===== src/rtl/clk_tick_sched.sv =====
// clk_tick_sched: run/step/halt controller and round-robin tick scheduler.
// A programmable divider produces one slow tick every div cycles while
// running or stepping. Each tick is granted as a one-cycle enable pulse to
// the first requesting core found from a rotating search pointer.
module clk_tick_sched #(
  parameter int N_CORES     = 4,
  parameter int CNT_W       = 32,
  parameter int DEFAULT_DIV = 6250000
) (
  input  logic               clk,
  input  logic               rst,
  input  logic               cfg_we,
  input  logic [CNT_W-1:0]   cfg_div,
  input  logic               run,
  input  logic               step,
  input  logic               halt,
  input  logic [N_CORES-1:0] req,
  output logic [N_CORES-1:0] tick_en,
  output logic               busy,
  output logic [1:0]         state,
  output logic [CNT_W-1:0]   div_cur,
  output logic [15:0]        tick_count
);

  localparam int PTR_W = (N_CORES > 1) ? $clog2(N_CORES) : 1;

  localparam logic [1:0] ST_IDLE = 2'b00;
  localparam logic [1:0] ST_RUN  = 2'b01;
  localparam logic [1:0] ST_STEP = 2'b10;

  localparam logic [CNT_W-1:0] ONE      = {{(CNT_W-1){1'b0}}, 1'b1};
  localparam logic [PTR_W-1:0] PTR_LAST = PTR_W'(N_CORES - 1);

  logic [1:0]         r_state;
  logic [1:0]         w_state_nxt;
  logic [CNT_W-1:0]   r_count;
  logic [CNT_W-1:0]   r_div;
  logic [PTR_W-1:0]   r_rr_ptr;
  logic [N_CORES-1:0] r_tick_en;
  logic [15:0]        r_tick_count;

  logic               w_terminal;
  logic               w_grant;
  logic               w_found;
  logic [PTR_W-1:0]   w_win;
  logic [PTR_W-1:0]   w_idx;
  int                 w_pos;
  logic [N_CORES-1:0] w_onehot;
  logic [PTR_W-1:0]   w_ptr_nxt;

  // Terminal cycle of the divider; a halt on that cycle cancels the grant.
  assign w_terminal = (r_state != ST_IDLE) && (r_count == (r_div - ONE));
  assign w_grant    = w_terminal && (|req) && !halt;

  // Round-robin search: first requesting core at or after r_rr_ptr, wrapping.
  always_comb begin
    w_found = 1'b0;
    w_win   = '0;
    w_pos   = 0;
    w_idx   = '0;
    for (int i = 0; i < N_CORES; i++) begin
      w_pos = int'(r_rr_ptr) + i;
      if (w_pos >= N_CORES) w_pos = w_pos - N_CORES;
      w_idx = PTR_W'(w_pos);
      if (!w_found && req[w_idx]) begin
        w_found = 1'b1;
        w_win   = w_idx;
      end
    end
  end

  // One-hot grant vector and the pointer position just past the winner.
  always_comb begin
    w_onehot        = '0;
    w_onehot[w_win] = 1'b1;
    w_ptr_nxt       = (w_win == PTR_LAST) ? '0 : (w_win + 1'b1);
  end

  // FSM state register.
  always_ff @(posedge clk or negedge rst) begin
    if (!rst) r_state <= ST_IDLE;
    else      r_state <= w_state_nxt;
  end

  // FSM next state: halt beats run beats step; STEP ends after its granted tick.
  always_comb begin
    w_state_nxt = r_state;
    case (r_state)
      ST_IDLE: begin
        if (halt)      w_state_nxt = ST_IDLE;
        else if (run)  w_state_nxt = ST_RUN;
        else if (step) w_state_nxt = ST_STEP;
      end
      ST_RUN: begin
        if (halt) w_state_nxt = ST_IDLE;
      end
      ST_STEP: begin
        if (halt || w_grant) w_state_nxt = ST_IDLE;
      end
      default: w_state_nxt = ST_IDLE;
    endcase
  end

  // FSM outputs.
  always_comb begin
    state = r_state;
    busy  = (r_state != ST_IDLE);
  end

  // Divide counter: held at 0 in IDLE and on halt, wraps after div-1.
  always_ff @(posedge clk or negedge rst) begin
    if (!rst) begin
      r_count <= '0;
    end else if ((r_state == ST_IDLE) || halt || w_terminal) begin
      r_count <= '0;
    end else begin
      r_count <= r_count + ONE;
    end
  end

  // Divide ratio register: writable only in IDLE, zero stored as one.
  always_ff @(posedge clk or negedge rst) begin
    if (!rst) begin
      r_div <= CNT_W'(DEFAULT_DIV);
    end else if ((r_state == ST_IDLE) && cfg_we) begin
      r_div <= (cfg_div == '0) ? ONE : cfg_div;
    end
  end

  // Grant pulse, round-robin pointer and granted-tick counter.
  always_ff @(posedge clk or negedge rst) begin
    if (!rst) begin
      r_tick_en    <= '0;
      r_rr_ptr     <= '0;
      r_tick_count <= '0;
    end else begin
      r_tick_en <= w_grant ? w_onehot : '0;
      if (w_grant) begin
        r_rr_ptr     <= w_ptr_nxt;
        r_tick_count <= r_tick_count + 16'd1;
      end
    end
  end

  assign tick_en    = r_tick_en;
  assign div_cur    = r_div;
  assign tick_count = r_tick_count;

endmodule


===== config.mk =====
export PLATFORM = sky130hd
export DESIGN_NAME = clk_tick_sched
export DESIGN_NICKNAME = d
export VERILOG_FILES = /design/src/rtl/clk_tick_sched.sv
export SDC_FILE = /design/constraint.sdc
export NUM_CORES = 1
export LEC_CHECK = 0
export ABC_CLOCK_PERIOD_IN_PS = 2910
export CELL_PAD_IN_SITES_DETAIL_PLACEMENT = 1
export CELL_PAD_IN_SITES_GLOBAL_PLACEMENT = 2
export CORE_MARGIN = 3
export CORE_UTILIZATION = 30
export CTS_CLUSTER_DIAMETER = 30
export DETAILED_ROUTE_END_ITERATION = 10
export GPL_TIMING_DRIVEN = 0
export PLACE_DENSITY = 0.76
export SYNTH_ARGS = -nofsm -noshare
export SYNTH_HDL_FRONTEND = slang
export SYNTH_SLANG_ARGS = --single-unit

===== constraint.sdc =====
create_clock -name clk -period 2.91 [get_ports clk]
set_input_delay 0.4365 -clock clk [delete_from_list [all_inputs] [get_ports clk]]
set_output_delay 0.4365 -clock clk [all_outputs]
set_load 0.005 [all_outputs]

[Yosys cells after proc, flatten, opt, wreduce, memory -nomap -nowiden]
Index checks and enable logic that the tools add are counted.
Word-level totals
  flip-flop bits (word level): 88
  logic and storage cells: 85
  input bits: 42
Operators by class
  muxes and demuxes: 31
  eq/ne operators: 7
  reduce and logical (&&, ||, !) cells: 20
  magnitude comparators: 10
  add/subtract/negate cells: 11
Operators with widths (number)
  2-to-1 mux 32 bit: 2
  adder 32 x 1 -> 32 bit, second input constant: 1
  == test 32 bit: 1
  logical NOT 32 bit: 1
  subtractor 32 x 1 -> 32 bit, second input constant: 1
  2-to-1 mux 2 bit: 14
  adder 16 x 1 -> 16 bit, second input constant: 1
  < comparator 2 x 3 -> 1 bit, second input constant: 5
  >= comparator 3 bit, second input constant: 3
  binary-select mux 1 bit (select 2 bit): 4
  logical AND 1 bit: 8
  2-to-1 mux 1 bit: 8
  subtractor 2 x 1 -> 2 bit, second input constant: 4
  adder 2 x 2 -> 3 bit, second input constant: 2
  case mux 2 bit (3 select lines): 1
  == test 2 bit, second input constant: 2
  logical NOT 1 bit: 4
  2-to-1 mux 4 bit: 1
  inequality test 2 bit, second input constant: 2
  inequality test 4 bit, second input constant: 1
  OR reduction 4 bit: 1
  adder 2 x 1 -> 3 bit, second input constant: 1
  >= comparator 2 x 3 -> 1 bit, second input constant: 1
  logical OR 1 bit: 3
  7 further kinds: 7

[Longest topological paths before layout]
Gate-level depths: netlist (run 1).
  depth in word-level cells: 19
  gate-level depth with buffers: 11
  depth with buffers taken out: 10

[Worst setup path before layout (run 1)]
Ideal clock, no wire load.
  path type: register to register
  start point: register r_div[2], in the netlist div_cur[2]
  end point: register r_rr_ptr[1]
  path buffers: 1
  data arrival time: 2898 ps
  setup time: 125 ps
  slack: -113 ps
  stages on the path, launching flop included: 10
  clock period less this slack: 3023 ps
  data required time: 2785 ps
  path through: dfrtp_1 -> buf_6 -> or4_4 -> or4_4 -> a21boi_2 -> o211ai_1 -> nor4_2 -> o2111ai_1 -> nor4_4 -> mux2_4
On the way
  word-level cells in the longest chain between the ends: 5
RTL lines
  start, declared: line 37  | logic [CNT_W-1:0] r_div;
  start signal, assigned: line 124  | r_div <= CNT_W'(DEFAULT_DIV);
  start signal, assigned: line 126  | r_div <= (cfg_div == '0) ? ONE : cfg_div;
  subtractor 32 x 1 -> 32 bit: line 52  | assign w_terminal = (r_state != ST_IDLE) && (r_count == (r_div - ONE));
  == test 32 bit: line 52
  logical AND 1 bit: line 52
  logical AND 1 bit (2 in series): line 53  | assign w_grant = w_terminal && (|req) && !halt;
  end signal, assigned: line 139  | r_rr_ptr <= w_ptr_nxt;
  end, declared: line 38  | logic [PTR_W-1:0] r_rr_ptr;
No other way between the ends.
A chain may end at the register's enable or synchronous reset.

[Worst setup path after layout (run 1)]
  start point: register r_div[2], in the netlist div_cur[2]
  end point: register r_state[1], in the netlist state[1]
On the way
  word-level cells in the longest chain between the ends: 8
RTL lines
  subtractor 32 x 1 -> 32 bit: line 52
  == test 32 bit: line 52
  logical AND 1 bit: line 52
  logical AND 1 bit (2 in series): line 53
  logical OR 1 bit: line 98  | if (halt || w_grant) w_state_nxt = ST_IDLE;
  inequality test 2 bit (no source line)
  AND reduction 3 bit (no source line)
  end signal, assigned: line 82  | else r_state <= w_state_nxt;
  end, declared: line 34  | logic [1:0] r_state;
No other way between the ends.

==> results of run 1 <==
path summary, 6_finish.rpt:
path,from,to,cells past startpoint
setup / recovery,div_cur[2],state[1],13
hold / removal,rst,r_count[14],1
setup reg to reg,div_cur[2],state[1],13
hold reg to reg,tick_count[15],tick_count[15],1
max in group asynchronous,rst,div_cur[3],2
min in group clk,tick_count[15],tick_count[15],1
worst max-delay path, delay by kind of cell (launching register included):
kind / cells / cell delay (ps)
DFF: 1 / 390
and+or+nand+nor: 4 / 750
AOI/OAI and AO/OA: 4 / 960
buffers and inverters: 5 / 810
per-stage QoR:
| step | cells | hold slack (ps) | worst slack (ps) | TNS (ps) | total power [W] |
|---|---|---|---|---|---|
| floorplan | 530 | 141 | -40.6 | -81.3 | 0.00191 |
| global placement | 846 | 458 | -1910 | -195950 | 0.00232 |
| detailed placement | 847 | 428 | -1040 | -47870 | 0.00235 |
| CTS | 891 | 50.7 | -154 | -3490 | 0.00369 |
| global route | 903 | 68.5 | -332 | -12760 | 0.00391 |
| finish | 903 | 41.9 | -132 | -2810 | 0.00371 |
layout by cell type (no fill, tap or decap), types with 5 or more instances in the layout:
cell              n
and3_1            7
buf_4            24
buf_6            18
clkbuf_1          7
clkbuf_16        10
clkdlybuf4s50_1  95
dfrtp_1          72
dfstp_2          12
ha_1              6
inv_1            10
mux2_2           32
nand2_1          24
nand2b_1          7
nand3_1          20
nand4_1          21
nor2_1           45
nor2_2           13
nor3_1           15
nor3_4            9
nor4_1           14
nor4_2            5
nor4_4           11
o21ai_0           8
xnor2_1          40
xor2_1           49
metal layers:
layer / part of all wire (%) / track usage [%]
met5: 0 / 0
met2: 50 / 29.6
met1: 45 / 24.1
met3: 3.0 / 2.38
met4: 1.5 / 5.66
state kept, by name, summed over array words and instances (netlist names):
register / flops
r_count: 32
tick_en: 4
r_rr_ptr: 2
tick_count: 16
state: 2
div_cur: 32
layout make-up:
type	count	area share, %
plain buffers	19	1.89
repair buffers	138	17.8
flip-flops and latches	88	28.4
clock buffers	10	3.06
clock inverters	6	0.752
well taps	220	3.52
multi-input cells	410	43.9
inverters	12	0.576
power breakdown:
part | switching, W | internal, W
sequential | 0.000194 | 0.00134
clock | 0.000504 | 0.000685
combinational | 0.000441 | 0.000550
kinds of logic (layout without fill, tap and decap cells):
family / count (synthesis) / after routing / share of synthesized area [%]
DFF: 88 / 88 / 42.0
AOI/OAI and AO/OA: 39 / 39 / 5.52
adders and majority gates: 7 / 7 / 1.66
xor gates and xnor gates: 91 / 91 / 15.1
buffers and inverters: 32 / 185 / 2.58
muxes: 38 / 38 / 8.15
and+or+nand+nor: 235 / 235 / 25.0
timing repair:
action	4_1_cts	5_1_grt
hold buffers	0	0
gates cloned	4	1
setup endpoints to repair	55	55
buffers inserted	25	12
gates resized for setup	102	32
pin swaps	44	19
==> impl_metrics.csv, run 1 <==
group,metric,value,unit
outcome,outcome,"finished, violations left",
outcome,violations,"setup timing",
grt,grt_usage,17.8,%
die,die_area,19200,um2
synth,ys_seq_elements,88,
sta,worstMarginPinSlew,942,ps
die,core-area,16900,um2
clock_network,cts_tree,"yes",
setup_path,worstPathArrival,3270,ps
final_layout,finalNetCount,727,
die,die_y,139,um
drt,drt-vias-per-instance,5.19,
sta,hold_viol,0,
sta,setup_ws,-132,ps
drt,routedWlPerCell,18.9,um
die,io_pins,97,
grt,grt_first_pass_wirelength,27800,um
die,floorplan.initialDensity,31.3,%
grt,grt_pass1_vias,5114,
place,port_buffers,96,
sta,final.min_clock_period,3040,ps
drt,routed_wirelength,17100,um
die,fp-row-count,47,
synth,syn_avg_cell_area,9.96,um2
clock_network,clk_pin_slew,70,ps
run,maxCapViolCount,0,
clock_network,cts-root-buf,"clkbuf_16",
die,die_x,139,um
final_layout,final_util,46.3,%
sta,skew,12.3,ps
final_layout,area.sequential,2220,um2
clock_network,cts-buffers-inserted,9,
synth,synth_edf_count,0,
final_layout,n_fill_cell,1826,
setup_path,crit_type,"flop to flop",
setup_path,worstSetupEndpointType,"flop",
final_layout,multiInputGateArea,3430,um2
grt,grt_max_degree,57,
synth,yosys-top-cells-count,"dfrtp_1 (76), nor2_1 (59), xor2_1 (49)",
grt,grt.overflow.total,0,
sta,min_period_over_period,105,%
power_and_ir_drop,power.density,475,nW/um2
drt,drt_first_pass_iters,4,
synth,synthDistinctLibCells,61,
synth,yosysMostFrequentCell,"dfrtp_1",
final_layout,antenna_cells,0,
sta,drv_slew,0,
final_layout,syn_to_final_growth,48.0,%
clock_network,clock_sinks,88,
synth,synth_cells,530,
setup_path,rrSetupSlack,-130,ps
setup_path,critPathSlowestCell,"dfrtp_1",
sta,setup_viol,49,
setup_path,crit_chain,"buf_6 > buf_4 > buf_4 > nand3b_1 > a21boi_0 > o311ai_2 > a2111oi_2 > and4bb_2 > o2111ai_4 > buf_4 > buf_6 > nor4b_4 > nor4_2",
clock_network,cts_max_level,3,
sta,slew_headroom,36.6,%
sta,fmax,329,MHz
power_and_ir_drop,ir_drop,0.321,mV
drt,drt-initial-drc-count,165,
sta,rsz0062_at_grt,"true",
synth,synth_top_area_share,36.0,%
synth,synth_fp_nets,579,
drt,drc,0,
final_layout,final_area,7820,um2
drt,vias,4691,
synth,seq_area_frac_synth,42.0,%
worst_hold_path,hold_path_class,"primary input to asynchronous set/reset pin",
setup_path,cpPeakStageDelay,390,ps
drt,final_antenna_net_count,0,
synth,synthTopCellsByArea,"dfrtp_1 (36%), xor2_1 (8.1%), xnor2_1 (7.0%), mux2_2 (6.8%), dfstp_2 (6.0%)",
grt,antenna_found_initial,0,
synth,async_flop_share,100,%
synth,ys_warn_count,0,
power_and_ir_drop,leakage,3.17,nW
setup_path,cp_data_required_time,3140,ps
place,place_area,6550,um2
final_layout,drive_above_1_share,28.7,%
synth,synth_area,5280,um2
setup_path,startpoint_type,"flop",
setup_path,cpMostUsedCell,"buf_4",
place,globalplace.congestion,0.837,
clock_network,clk_path_buf_depth,2,
setup_path,crit_fanout,8,
place,dpl.hpwl,12200,um
synth,ys_dominant_reg_cell,"dfrtp_1",
clock_network,clk_latency,350,ps
synth,synth_top_area_cell,"dfrtp_1",
Power figures use the tool's default switching activity.
==> run 2, diff against run 1 <==
CELL_PAD_IN_SITES_DETAIL_PLACEMENT = 2   (was 1)
==> run 2 against run 1 <==
  * The run still ends with setup timing left
  * First-iteration DRC count rose by 73%
  * Final area is 5.5% higher
  * Worst hold slack lost 16 ps
  * Combinational power rose by 23%
  * Clock skew down 0.78 ps
  * Fmax shrank 13%
  * Flip-flop and latch count stayed put
  * Worst setup slack worse by 450 ps
  * Global-route usage up 7.1 points
  * Via count increased by 12%
  * Die area did not move
  * Clock power increased by 13%
  * Highest routed layer unchanged
==> impl_metrics.csv, run 2 (synthesized netlist as in run 1, its figures left out) <==
group,metric,value,unit
place,port_buffers,96,
drt,drc,0,
setup_path,rrSetupSlack,-580,ps
die,die_x,139,um
clock_network,cts_max_level,3,
final_layout,syn_to_final_growth,56.2,%
place,globalplace.congestion,0.837,
grt,grt.overflow.total,0,
setup_path,worstPathArrival,3740,ps
final_layout,drive_above_1_share,33.4,%
die,fp-row-count,47,
sta,skew,11.6,ps
grt,grt_usage,24.9,%
clock_network,clk_pin_slew,70,ps
final_layout,fin_cells,918,
power_and_ir_drop,leakage,3.30,nW
die,floorplan.initialDensity,31.3,%
outcome,outcome,"finished, violations left",
place,place_area,6550,um2
drt,routed_wirelength,25700,um
place,dpl.hpwl,13400,um
sta,slew_headroom,25.4,%
clock_network,cts_tree,"yes",
die,core-area,16900,um2
sta,worstMarginPinSlew,1110,ps
drt,drt_first_pass_iters,5,
die,io_pins,97,
setup_path,reg2reg_to,"r_count[14]",
grt,grt_first_pass_wirelength,36900,um
clock_network,cts-root-buf,"clkbuf_16",
drt,vias,5237,
drt,routedWlPerCell,28.0,um
grt,antenna_found_initial,1,
worst_hold_path,hold_path_class,"primary input to asynchronous set/reset pin",
setup_path,startpoint_type,"flop",
clock_network,clk_latency,370,ps
grt,grt_max_degree,57,
sta,min_period_over_period,120,%
sta,fmax,287,MHz
die,die_y,139,um
setup_path,reg2regPathDepth,13,
drt,drt-initial-drc-count,285,
final_layout,final_cell_mix,"clkdlybuf4s50_1 (95), dfrtp_1 (71), xor2_1 (48), xnor2_1 (40), buf_4 (35)",
place,placed_cells,847,
die,die_area,19200,um2
drt,drt-vias-per-instance,5.70,
run,maxCapViolCount,0,
setup_path,crit_fanout,8,
sta,setup_viol,55,
final_layout,layout_commonest_cell,"clkdlybuf4s50_1",
sta,rsz0062_at_grt,"true",
clock_network,clk_path_buf_depth,2,
sta,setup_ws,-577,ps
clock_network,cts-buffers-inserted,9,
outcome,violations,"setup timing",
final_layout,final_area,8250,um2
setup_path,crit_type,"flop to flop",
sta,hold_viol,0,
final_layout,finalNetCount,741,
drt,final_antenna_net_count,0,
sta,worst_hold_slack,26.1,ps
grt,grt_pass1_vias,5965,
power_and_ir_drop,power.density,500,nW/um2
clock_network,clock_sinks,88,
setup_path,cp_data_required_time,3160,ps
setup_path,timing.rr.start,"div_cur[1]",
power_and_ir_drop,ir_drop,0.360,mV
sta,final.min_clock_period,3490,ps
sta,drv_slew,0,
setup_path,worstSetupEndpointType,"flop",
-- run 2: cell type report --
cell class,count,area [um2]
Buffer,17,128
Clock inverter,6,82.6
Sequential cell,88,2220
Fill cell,1656,8630
Inverter,12,47.5
Tap cell,220,275
Antenna cell,1,2.50
Timing Repair Buffer,153,1560
Multi-Input combinational cell,411,3690
Clock buffer,10,239
-- run 2: worst max-delay path: stages, from the launching register on --
cell,delay [ps]
dfrtp_2,450
inv_2,110
ha_4,200
nor3b_4,360
nand4_4,230
nor4_2,400
xnor2_1,240
nor3_2,310
o2111ai_4,290
buf_6,210
o21ai_4,190
buf_12,190
buf_12,150
nor2_4,40
-- run 2: power by group --
part / leakage [nW] / internal (W) / switching, W / total (W)
logic: 2.01 / 0.000615 / 0.000603 / 0.00122
clock network: 0.158 / 0.000772 / 0.000564 / 0.00134
registers: 1.13 / 0.00134 / 0.000226 / 0.00157
-- run 2: what timing repair did --
item / CTS / global route
setup buffers: 41 / 15
pin swaps: 57 / 29
gates resized for setup: 132 / 65
endpoints found under the setup margin: 55 / 55
hold buffers: 0 / 0
gates cloned: 5 / 0
-- run 2: how the worst max path moves through the flow --
| stage | startpoint | endpoint | cells after the start |
|---|---|---|---|
| after floorplan | div_cur[2] | r_rr_ptr[1] | 9 |
| after global placement | rst | tick_count[15] | 1 |
| after CTS | div_cur[2] | tick_count[1] | 10 |
| after detailed placement | div_cur[3] | r_count[14] | 10 |
| final | div_cur[1] | r_count[14] | 13 |
| after global routing | div_cur[1] | r_count[14] | 13 |
-- run 2: through the flow --
stage | utilization [%] | setup WS [ps] | TNS, ps | total power, W
after floorplan | - | -40.6 | -81.3 | 0.00191
after global placement | 38.6 | -1910 | -195950 | 0.00232
after detailed placement | 38.8 | -1050 | -47420 | 0.00237
after CTS | 46.5 | -198 | -3490 | 0.00389
after global routing | 48.9 | -637 | -31520 | 0.00427
final | 48.9 | -577 | -27690 | 0.00412
-- run 2: per-layer routing --
metal	up-vias	track usage, %	part of all wire, %
li1	2232	-	-
met1	2729	29.5	39
met2	197	43.8	52
met3	79	3.48	3.7
met4	0	13.2	5.0
met5	-	0	0
